<file path="config.mk">
export PLATFORM = sky130hd
export DESIGN_NAME = fp_add_pipe
export DESIGN_NICKNAME = d
export VERILOG_FILES = /design/src/rtl/fp_add_pipe.sv
export SDC_FILE = /design/constraint.sdc
export NUM_CORES = 1
export LEC_CHECK = 0
export ABC_AREA = 1
export BUFFER_PORTS_ARGS = -buffer_cell sky130_fd_sc_hd__buf_4
export CAP_MARGIN = 20
export CORE_MARGIN = 5
export CORE_UTILIZATION = 60
export DETAILED_ROUTE_END_ITERATION = 6
export PLACE_DENSITY = 0.85
export SETUP_SLACK_MARGIN = 0.3
export SKIP_LAST_GASP = 1
export SLEW_MARGIN = 20
export SYNTH_ARGS = -nofsm -noshare
export SYNTH_HDL_FRONTEND = slang
export SYNTH_SLANG_ARGS = --single-unit
</file>
<file path="constraint.sdc">
create_clock -name clk -period 5.5 [get_ports clk]
set_input_delay 0.275 -clock clk [delete_from_list [all_inputs] [get_ports clk]]
set_output_delay 0.275 -clock clk [all_outputs]
set_load 0.01 [all_outputs]
</file>
<file path="src/rtl/fp_add_pipe.sv">
// rtl/fp_add_pipe.sv - pipelined floating-point adder/subtractor, 4 stages, valid/ready
//
// Purpose : res = op_1 + op_2 (sub=0) or op_1 - op_2 (sub=1) in a {sign, exp, frac}
//           format with EXP_W exponent bits and MAN_W fraction bits (hidden bit implicit).
//           Denormal inputs read as zero, underflow flushes to signed zero, overflow
//           clamps to infinity.
// Macro   : FP_ROUND_NEAREST_EN - defined: round-to-nearest-even; undefined: truncation.
// Ports   : clk      - clock, rising edge
//           reset    - asynchronous active-low reset
//           en       - operand pair valid, captured when en && in_rdy
//           in_rdy   - pipeline accepts an operand pair this cycle
//           sub      - 0 add, 1 subtract
//           op_1     - operand A
//           op_2     - operand B
//           res      - result
//           val      - result valid
//           out_rdy  - downstream accepts res this cycle
//           ovf      - result overflowed to infinity (qualified by val)
//           zero     - result is exact zero (qualified by val)
module fp_add_pipe #(
  parameter int EXP_W = 8,
  parameter int MAN_W = 23
) (
  input  logic                   clk,
  input  logic                   reset,
  input  logic                   en,
  output logic                   in_rdy,
  input  logic                   sub,
  input  logic [EXP_W+MAN_W:0]   op_1,
  input  logic [EXP_W+MAN_W:0]   op_2,
  output logic [EXP_W+MAN_W:0]   res,
  output logic                   val,
  input  logic                   out_rdy,
  output logic                   ovf,
  output logic                   zero
);
  localparam int W   = 1 + EXP_W + MAN_W;
  localparam int MW  = MAN_W + 1;          // significand incl. hidden bit
  localparam int DW  = MAN_W + 4;          // hidden, frac, guard, round, sticky
  localparam int LZW = $clog2(DW + 1);
  localparam logic [EXP_W-1:0] DW_E = EXP_W'(DW);
  localparam logic [EXP_W:0]   EXP_MAX = {1'b0, {EXP_W{1'b1}}};

  // A stall freezes every stage; bubbles flow freely whenever S4 is empty.
  logic w_stall;
  assign w_stall = val & ~out_rdy;
  assign in_rdy  = ~w_stall;

  // ---------------- S1: unpack / swap ----------------
  logic [EXP_W-1:0] w_a_exp, w_b_exp;
  logic [MW-1:0]    w_a_man, w_b_man;
  logic             w_b_sign, w_swap;
  assign w_a_exp  = op_1[W-2:MAN_W];
  assign w_b_exp  = op_2[W-2:MAN_W];
  // exp == 0 zeroes the whole significand, so denormals compare and add as zero
  assign w_a_man  = (w_a_exp != '0) ? {1'b1, op_1[MAN_W-1:0]} : '0;
  assign w_b_man  = (w_b_exp != '0) ? {1'b1, op_2[MAN_W-1:0]} : '0;
  assign w_b_sign = op_2[W-1] ^ sub;
  assign w_swap   = {w_b_exp, w_b_man} > {w_a_exp, w_a_man};

  logic             r1_v, r1_sign_l, r1_sign_s;
  logic [EXP_W-1:0] r1_exp_l, r1_diff;
  logic [MW-1:0]    r1_man_l, r1_man_s;

  always_ff @(posedge clk or negedge reset) begin
    if (!reset) begin
      r1_v <= 1'b0; r1_sign_l <= 1'b0; r1_sign_s <= 1'b0;
      r1_exp_l <= '0; r1_diff <= '0; r1_man_l <= '0; r1_man_s <= '0;
    end else if (!w_stall) begin
      r1_v      <= en;
      r1_sign_l <= w_swap ? w_b_sign : op_1[W-1];
      r1_sign_s <= w_swap ? op_1[W-1] : w_b_sign;
      r1_exp_l  <= w_swap ? w_b_exp : w_a_exp;
      r1_diff   <= w_swap ? (w_b_exp - w_a_exp) : (w_a_exp - w_b_exp);
      r1_man_l  <= w_swap ? w_b_man : w_a_man;
      r1_man_s  <= w_swap ? w_a_man : w_b_man;
    end
  end

  // ---------------- S2: align ----------------
  // Shift into a double-width window; the lower half holds every bit shifted past
  // and is folded into sticky. Clamping the amount keeps far-out bits in that window.
  logic [EXP_W-1:0] w_amt;
  logic [2*DW-1:0]  w_wide;
  logic [DW-1:0]    w_align;
  assign w_amt   = (r1_diff > DW_E) ? DW_E : r1_diff;
  assign w_wide  = {r1_man_s, 3'b000, {DW{1'b0}}} >> w_amt;
  assign w_align = w_wide[2*DW-1:DW] | {{(DW-1){1'b0}}, |w_wide[DW-1:0]};

  logic             r2_v, r2_sign, r2_sub;
  logic [EXP_W-1:0] r2_exp;
  logic [DW-1:0]    r2_man_l, r2_man_s;

  always_ff @(posedge clk or negedge reset) begin
    if (!reset) begin
      r2_v <= 1'b0; r2_sign <= 1'b0; r2_sub <= 1'b0;
      r2_exp <= '0; r2_man_l <= '0; r2_man_s <= '0;
    end else if (!w_stall) begin
      r2_v     <= r1_v;
      r2_sign  <= r1_sign_l;
      r2_sub   <= r1_sign_l ^ r1_sign_s;
      r2_exp   <= r1_exp_l;
      r2_man_l <= {r1_man_l, 3'b000};
      r2_man_s <= w_align;
    end
  end

  // ---------------- S3: add / normalise ----------------
  // |A| >= |B| after the swap, so the subtraction never goes negative.
  logic [DW:0]      w_sum;
  logic [LZW-1:0]   w_lzc;
  logic [DW-1:0]    w_norm;
  logic [EXP_W:0]   w_nexp;
  logic             w_nzero, w_nsign;

  always_comb begin
    w_sum = r2_sub ? ({1'b0, r2_man_l} - {1'b0, r2_man_s})
                   : ({1'b0, r2_man_l} + {1'b0, r2_man_s});
    w_lzc = LZW'(DW);
    for (int i = 0; i < DW; i++) begin
      if (w_sum[i]) w_lzc = LZW'(DW - 1 - i);
    end
    w_norm  = '0;
    w_nexp  = '0;
    w_nzero = 1'b0;
    w_nsign = r2_sign;
    if (w_sum[DW]) begin
      // carry out: the bit dropped on the right shift stays in sticky
      w_norm = {w_sum[DW:2], w_sum[1] | w_sum[0]};
      w_nexp = {1'b0, r2_exp} + (EXP_W+1)'(1);
    end else if (w_sum == '0) begin
      w_nzero = 1'b1;       // exact cancellation is +0
      w_nsign = 1'b0;
    end else if ({1'b0, r2_exp} <= (EXP_W+1)'(w_lzc)) begin
      w_nzero = 1'b1;       // underflow keeps the sign
    end else begin
      w_norm = w_sum[DW-1:0] << w_lzc;
      w_nexp = {1'b0, r2_exp} - (EXP_W+1)'(w_lzc);
    end
  end

  logic             r3_v, r3_sign, r3_zero;
  logic [EXP_W:0]   r3_exp;
  logic [DW-1:0]    r3_man;

  always_ff @(posedge clk or negedge reset) begin
    if (!reset) begin
      r3_v <= 1'b0; r3_sign <= 1'b0; r3_zero <= 1'b0; r3_exp <= '0; r3_man <= '0;
    end else if (!w_stall) begin
      r3_v    <= r2_v;
      r3_sign <= w_nsign;
      r3_zero <= w_nzero;
      r3_exp  <= w_nexp;
      r3_man  <= w_norm;
    end
  end

  // ---------------- S4: round / pack ----------------
  logic [MAN_W-1:0] w_frac4;
  logic [EXP_W:0]   w_exp4;
`ifdef FP_ROUND_NEAREST_EN
  logic             w_inc;
  logic [MW:0]      w_rnd;
  assign w_inc   = r3_man[2] & (r3_man[1] | r3_man[0] | r3_man[3]);
  assign w_rnd   = {1'b0, r3_man[DW-1:3]} + {{MW{1'b0}}, w_inc};
  // a round carry leaves 10...0, renormalise by one
  assign w_frac4 = w_rnd[MW] ? w_rnd[MAN_W:1] : w_rnd[MAN_W-1:0];
  assign w_exp4  = r3_exp + {{EXP_W{1'b0}}, w_rnd[MW]};
`else
  logic             w_unused_grs;
  assign w_unused_grs = ^{r3_man[DW-1], r3_man[2:0]};
  assign w_frac4 = r3_man[DW-2:3];
  assign w_exp4  = r3_exp;
`endif

  logic [W-1:0] w_res4;
  logic         w_ovf4, w_zero4;
  always_comb begin
    w_ovf4  = 1'b0;
    w_zero4 = 1'b0;
    if (r3_zero) begin
      w_res4  = {r3_sign, {(W-1){1'b0}}};
      w_zero4 = 1'b1;
    end else if (w_exp4 >= EXP_MAX) begin
      w_res4  = {r3_sign, {EXP_W{1'b1}}, {MAN_W{1'b0}}};
      w_ovf4  = 1'b1;
    end else begin
      w_res4  = {r3_sign, w_exp4[EXP_W-1:0], w_frac4};
    end
  end

  logic         r_val, r_ovf, r_zero;
  logic [W-1:0] r_res;
  always_ff @(posedge clk or negedge reset) begin
    if (!reset) begin
      r_val <= 1'b0; r_ovf <= 1'b0; r_zero <= 1'b0; r_res <= '0;
    end else if (!w_stall) begin
      r_val  <= r3_v;
      r_res  <= w_res4;
      r_ovf  <= w_ovf4;
      r_zero <= w_zero4;
    end
  end

  assign val  = r_val;
  assign res  = r_res;
  assign ovf  = r_ovf;
  assign zero = r_zero;
endmodule

</file>
# Yosys cells after proc, flatten, opt, wreduce, memory -nomap -nowiden
# Index checks and enable logic that the tools add are counted.
dict set report word_totals {
  regBits 202
  elab_cells 98
}
dict set report op_classes {
  addsub 6
  n_lt_le_gt_ge 4
  shift 2
  mux 53
  bitwise_logic 7
  n_reduce_logical 4
}
# cell n
set ops {}
lappend ops {{two-way mux 5 bit} 26}
lappend ops {{two-way mux 24 bit} 4}
lappend ops {{two-way mux 26 bit} 3}
lappend ops {{two-way mux 31 bit} 2}
lappend ops {{right shift 54 x 8 -> 54 bit} 1}
lappend ops {{greater-than comparator 32 bit} 1}
lappend ops {{adder 27 x 27 -> 28 bit} 1}
lappend ops {{logical NOT 28 bit} 1}
lappend ops {{two-way mux 28 bit} 1}
lappend ops {{subtractor 27 x 27 -> 28 bit} 1}
lappend ops {{two-way mux 9 bit} 3}
lappend ops {{OR 27 x 1 -> 27 bit} 1}
lappend ops {{OR reduction 27 bit} 1}
lappend ops {{left shift 27 x 5 -> 26 bit} 1}
lappend ops {{two-way mux 8 bit} 3}
lappend ops {{nonzero test 8 bit} 2}
lappend ops {{subtractor 8 bit} 2}
lappend ops {{two-way mux 1 bit} 11}
lappend ops {{adder 8 x 1 -> 9 bit (second input constant)} 1}
lappend ops {{>= comparator 9 x 8 -> 1 bit (second input constant)} 1}
lappend ops {{subtractor 8 x 5 -> 9 bit} 1}
lappend ops {{greater-than comparator 8 x 5 -> 1 bit (second input constant)} 1}
lappend ops {{less-or-equal comparator 8 x 5 -> 1 bit} 1}
lappend ops {{NOT 1 bit} 2}
lappend ops {{3 further kinds} 4}

# Logic depth before layout (Yosys ltp)
dict set report logic_depth {
  ltp_word 33
  mapped_depth 50
  mapped_depth_nobuf 48
}

# Worst setup path after synthesis
# No wires, ideal clock.
dict set report synth_timing {
  kind {register -> register}
  from {register r2_man_l[11]}
  to {register r3_man[12]}
  t_arrival_ps 4572
  t_required_ps 5361
  slack_ps 789
  stages_incl_launch_ff 33
  n_path_buf 3
  synth_period_minus_slack_ps 4711
  cell_sequence {dfrtp_1 -> ha_1 -> buf_2 -> a21oi_2 -> inv_1 -> a21oi_1 -> o221ai_1 -> a21oi_1 -> o21ai_1 -> or2_1 -> nand2_1 -> nand2_1 -> nand2_1 -> nand2_1 -> o311ai_1 -> nand2_2 -> buf_2 -> ha_1 -> nand2_1 -> nor2_1 -> a211oi_1 -> nor2_1 -> o21ai_0 -> nand3_1 -> o21ai_0 -> inv_1 -> nand2_1 -> nor2_1 -> nand2_2 -> inv_1 -> buf_2 -> nand3_1 -> a22oi_1}
}
dict set report synth_between {
  elab_chain_cells 22
  word_cells_on_any_way 25
}
# element line
set synth_rtl {}
lappend synth_rtl {{from (decl)} 92} ;# logic [DW-1:0] r2_man_l, r2_man_s;
lappend synth_rtl {{from (signal assigned)} 103} ;# r2_man_l <= {r1_man_l, 3'b000};
lappend synth_rtl {{adder 27 x 27 -> 28 bit / subtractor 27 x 27 -> 28 bit (equally long branches)} {118, 117}}
lappend synth_rtl {{two-way mux 28 bit (*)} 117} ;# w_sum = r2_sub ? ({1'b0, r2_man_l} - {1'b0, r2_man_s})
lappend synth_rtl {{two-way mux 5 bit (16 in a row)} 121} ;# if (w_sum[i]) w_lzc = LZW'(DW - 1 - i);
lappend synth_rtl {{less-or-equal comparator 8 x 5 -> 1 bit / left shift 27 x 5 -> 26 bit (equally long branches)} {134, 137}}
lappend synth_rtl {{two-way mux 26 bit} 134} ;# end else if ({1'b0, r2_exp} <= (EXP_W+1)'(w_lzc)) begin
lappend synth_rtl {{two-way mux 26 bit} 131} ;# end else if (w_sum == '0) begin
lappend synth_rtl {{two-way mux 26 bit (*)} 127} ;# if (w_sum[DW]) begin
lappend synth_rtl {{to (signal assigned)} 154} ;# r3_man <= w_norm;
lappend synth_rtl {{to (decl)} 144} ;# logic [DW-1:0] r3_man;
# Every way passes the cells marked *; elsewhere a longest branch is shown, timed or not.
# A chain may end at the register's enable or synchronous reset.

# Worst setup path in the final report
dict set report layout_timing {
  from {register r2_man_l[5]}
  to {register r3_man[17]}
}
dict set report layout_between {
  elab_chain_cells 28
  word_cells_on_any_way 31
}
# element line
set layout_rtl {}
lappend layout_rtl {{adder 27 x 27 -> 28 bit / subtractor 27 x 27 -> 28 bit (equally long branches)} {118, 117}}
lappend layout_rtl {{two-way mux 28 bit (*)} 117}
lappend layout_rtl {{two-way mux 5 bit (22 in a row)} 121}
lappend layout_rtl {{less-or-equal comparator 8 x 5 -> 1 bit / left shift 27 x 5 -> 26 bit (equally long branches)} {134, 137}}
lappend layout_rtl {{two-way mux 26 bit} 134}
lappend layout_rtl {{two-way mux 26 bit} 131}
lappend layout_rtl {{two-way mux 26 bit (*)} 127}
# Marked as above.

==> results.py <==
metrics = {
    "synth": {
        "share_of_async_settable_or_async_resettable_flops_after_synthesis": 1.000,
        "synth.yosys.seq_area_share": 0.3141,
        "synth.area.top_cells": "sky130_fd_sc_hd__dfrtp_1 (31%), sky130_fd_sc_hd__nand2_1 (16%), sky130_fd_sc_hd__nand3_1 (7.5%), sky130_fd_sc_hd__ha_1 (7.5%), sky130_fd_sc_hd__o21ai_0 (6.2%)",
        "count_of_cell_types_in_the_netlist": 58,
        "yosys_register_bits": 199,
        "synthesis.yosys.warnings": 0,
        "postSynthNetCount": 2542,
        "post_synth_inst_count": 2374,
        "syn_area_per_cell_um2": 6.679,
        "synth_top_area_cell": "sky130_fd_sc_hd__dfrtp_1",
        "synth-edff-count": 0,
        "proportion_of_netlist_area_held_by_the_largest_area_contributor": 0.3141,
        "synth_flop_cell": "sky130_fd_sc_hd__dfrtp_1",
        "synth.cell_area_um2": 15860,
    },
    "critical_path": {
        "cp_data_required_time_ns": 5.84,
        "cp_slowest_cell": "sky130_fd_sc_hd__dfrtp_1",
        "cp_top_family": "simple AND/OR/NAND/NOR gates",
        "worst_path_maximum_fanout": 8,
        "worst-setup-path-type": "reg -> reg",
        "crit_top_cell": "sky130_fd_sc_hd__nand2_2",
        "worstPathBufferInverterCount": 6,
        "worst_setup_path_end_kind": "flip-flop",
        "ff2ff_setup_slack_ns": 0.47,
        "crit_path_start_kind": "flip-flop",
        "worst_path_arrival_ns": 5.37,
        "cp_slowest_stage_delay_ns": 0.43,
    },
    "routing": {
        "post_dr_vias_cell": 6.086,
        "dr_wl_met2_um": 23790,
        "routed_wire_length_per_instance_um": 18.60,
        "postRouteAntennaNets": 0,
        "detail_route.iter0.violations": 2091,
        "vias": 17096,
        "drc_violations": 0,
        "finalWirelength_um": 52240,
        "route.top_layer_used": "met4",
        "detail_route.first_pass.iterations": 7,
        "met1Wirelength_um": 22190,
        "metal3_wl_um": 4525,
    },
    "timing": {
        "achievable-frequency_mhz": 198.8,
        "hold-worst-slack_ns": 0.02613,
        "finalSetupTns_ns": 0,
        "slew_at_the_pin_closest_to_its_max_slew_limit_ns": 1.057,
        "maxSlewViolCount": 0,
        "setup-violations-final": 0,
        "rsz_0062_raised_after_global_routing": "no",
        "final-hold-violation-count": 0,
        "slew-limit-headroom": 0.2928,
        "finalClockSkew_ns": 0.02028,
        "min_period_over_period": 0.9145,
        "timing.final.crit_period_ns": 5.030,
    },
    "layout": {
        "fillers": 2194,
        "final_layout_size_suffix_gt1_frac": 0.1568,
        "final_cell_mix": "sky130_fd_sc_hd__nand2_1 (645), sky130_fd_sc_hd__inv_1 (240), sky130_fd_sc_hd__nand3_1 (231), sky130_fd_sc_hd__dfrtp_1 (194), sky130_fd_sc_hd__o21ai_0 (193)",
        "mostFrequentLayoutCell": "sky130_fd_sc_hd__nand2_1",
        "finalCoreUtilization": 0.7080,
        "fin_nets": 2629,
        "antenna_cells": 0,
        "area_growth_from_synthesis_to_layout_pct": 16.36,
        "finish.cell_count_without_fillers": 2809,
    },
    "cts": {
        "clock_buffer_count_from_cts": 17,
        "clock-sinks": 199,
        "cts_htree_levels": 4,
        "cts.clk_slew.worst_paths_ns": 0.09,
        "clk_latency_ns": 0.45,
        "root_buffer": "sky130_fd_sc_hd__clkbuf_16",
        "max-clock-path-buffers": 2,
        "cts_tree": "built",
    },
    "die": {
        "row_count": 59,
        "pin_count": 105,
        "core_area_um2": 26060,
        "initial_core_util": 0.6085,
        "die-area_um2": 29780,
        "die_h_um": 172.6,
        "die_w_um": 172.6,
    },
    "global_route": {
        "grt_use_total": 0.3336,
        "gr-total-overflow": 0,
        "antenna_violations_before_repair": 0,
        "grt_start_max_net_pins": 91,
        "first_global_vias": 15733,
        "global_route_wire_length_before_repair_um": 82630,
    },
    "placed_design": {
        "routabilityCongestion": 0.9989,
        "detailedPlacementHpwl_um": 38650,
        "portBuffers": 104,
        "numPlacedInstances": 2741,
    },
    "hold_path": {
        "hold_path.class": "in -> reg",
    },
    "outcome": {
        "run_status": "finished, final reports clean",
    },
    "job": {
        "max_cap_viol_count": 0,
    },
}
-- sequential cells by signal, summed over array words and instances (netlist names) --
register / count
val: 1
r1_diff: 8
r1_man_s: 24
r2_sub: 1
zero: 1
r2_man_l: 24
r1_v: 1
res: 32
r3_sign: 1
r2_v: 1
r3_v: 1
r1_man_l: 24
r3_man: 23
r1_sign_s: 1
r2_sign: 1
r1_exp_l: 8
r3_exp: 9
r2_man_s: 27
r3_zero: 1
r2_exp: 8
r1_sign_l: 1
ovf: 1
-- through the flow --
stage / worst slack [ns] / instance area (µm²)
after global placement: 0.04310 / 16900
final: 0.4701 / 18450
after CTS: 0.3157 / 17610
after global routing: 0.1845 / 18450
after detailed placement: -0.02985 / 16900
after floorplan: 0.7890 / 15860
-- what timing repair did --
| item | CTS | global route |
|---|---|---|
| pin swaps | 0 | 59 |
| cloned | 1 | 0 |
| hold buffers | 1 | 0 |
| setup buffers | 0 | 34 |
| hold endpoints to repair | 73 | 0 |
| resized for setup | 17 | 136 |
| endpoints found under the setup margin | 31 | 31 |
-- cell usage after synthesis (3+ instances only) --
cell	count
sky130_fd_sc_hd__inv_2	16
sky130_fd_sc_hd__a22oi_1	16
sky130_fd_sc_hd__o21bai_1	4
sky130_fd_sc_hd__o22ai_1	17
sky130_fd_sc_hd__nand2_1	676
sky130_fd_sc_hd__a21oi_1	151
sky130_fd_sc_hd__inv_1	253
sky130_fd_sc_hd__buf_1	7
sky130_fd_sc_hd__o21ai_1	8
sky130_fd_sc_hd__or2_2	4
sky130_fd_sc_hd__nand3b_1	3
sky130_fd_sc_hd__o21a_1	3
sky130_fd_sc_hd__xnor2_1	5
sky130_fd_sc_hd__fa_1	4
sky130_fd_sc_hd__clkbuf_1	78
sky130_fd_sc_hd__nor3_1	18
sky130_fd_sc_hd__o21ai_0	198
sky130_fd_sc_hd__buf_6	5
sky130_fd_sc_hd__o31ai_1	15
sky130_fd_sc_hd__a31oi_1	33
sky130_fd_sc_hd__o221ai_1	15
sky130_fd_sc_hd__ha_1	95
sky130_fd_sc_hd__buf_2	27
sky130_fd_sc_hd__xor2_1	25
sky130_fd_sc_hd__dfrtp_1	199
sky130_fd_sc_hd__buf_4	7
sky130_fd_sc_hd__nor4_1	8
sky130_fd_sc_hd__o211ai_1	11
sky130_fd_sc_hd__nand2_2	15
sky130_fd_sc_hd__mux2i_1	7
sky130_fd_sc_hd__nor2_4	3
sky130_fd_sc_hd__nand4_1	25
sky130_fd_sc_hd__a21o_1	3
sky130_fd_sc_hd__a211oi_1	7
sky130_fd_sc_hd__nand3_2	5
sky130_fd_sc_hd__nand3_1	239
sky130_fd_sc_hd__nor2_1	144
-- path summary, 6_finish.rpt --
kind                             startpoint            to  depth (start not counted)
worst max register to register  r2_man_l[5]    r3_man[17]                         38
worst max-delay path            r2_man_l[5]    r3_man[17]                         38
max in group asynchronous             reset   r2_man_l[3]                          3
worst min register to register         r3_v           val                          2
worst min-delay path                     en          r1_v                          3
min in group asynchronous             reset  r2_man_l[16]                          2
-- area by class of cell --
| type | instances | area, µm² | area share |
|---|---|---|---|
| multi-input combinational | 1779 | 9918 | 0.5376 |
| sequential | 199 | 4986 | 0.2702 |
| timing repair buffer | 191 | 1470 | 0.07968 |
| inverter | 272 | 1031 | 0.05588 |
| clock buffer | 17 | 425.4 | 0.02306 |
| tap | 335 | 419.2 | 0.02272 |
| clock inverter | 15 | 192.7 | 0.01044 |
| timing repair inverter | 1 | 7.507 | 0.0004069 |
-- tightest hold or removal path: stages --
cell and delay [ns]:
sky130_fd_sc_hd__buf_4 0.08, sky130_fd_sc_hd__nand2_1 0.04, sky130_fd_sc_hd__nand2_1 0.05
-- metal layers --
| metal | track usage | up-vias |
|---|---|---|
| met5 | 0 | - |
| met3 | 0.05087 | 132 |
| met2 | 0.5238 | 926 |
| li1 | - | 8042 |
| met1 | 0.4747 | 7996 |
| met4 | 0.1122 | 0 |
-- cell families after synthesis --
logic type | after synthesis | synth area share
xor gates and xnor gates | 31 | 0.01831
buffers and inverters | 396 | 0.09998
DFF | 199 | 0.3141
AOI/OAI and AO/OA | 493 | 0.1755
muxes | 7 | 0.004419
and+or+nand+nor | 1149 | 0.3077
adders and majority gates | 99 | 0.08001
Power is left out: the tool's default activity adds up to more than one toggle a clock period on the data nets, which glitch-free logic cannot reach.
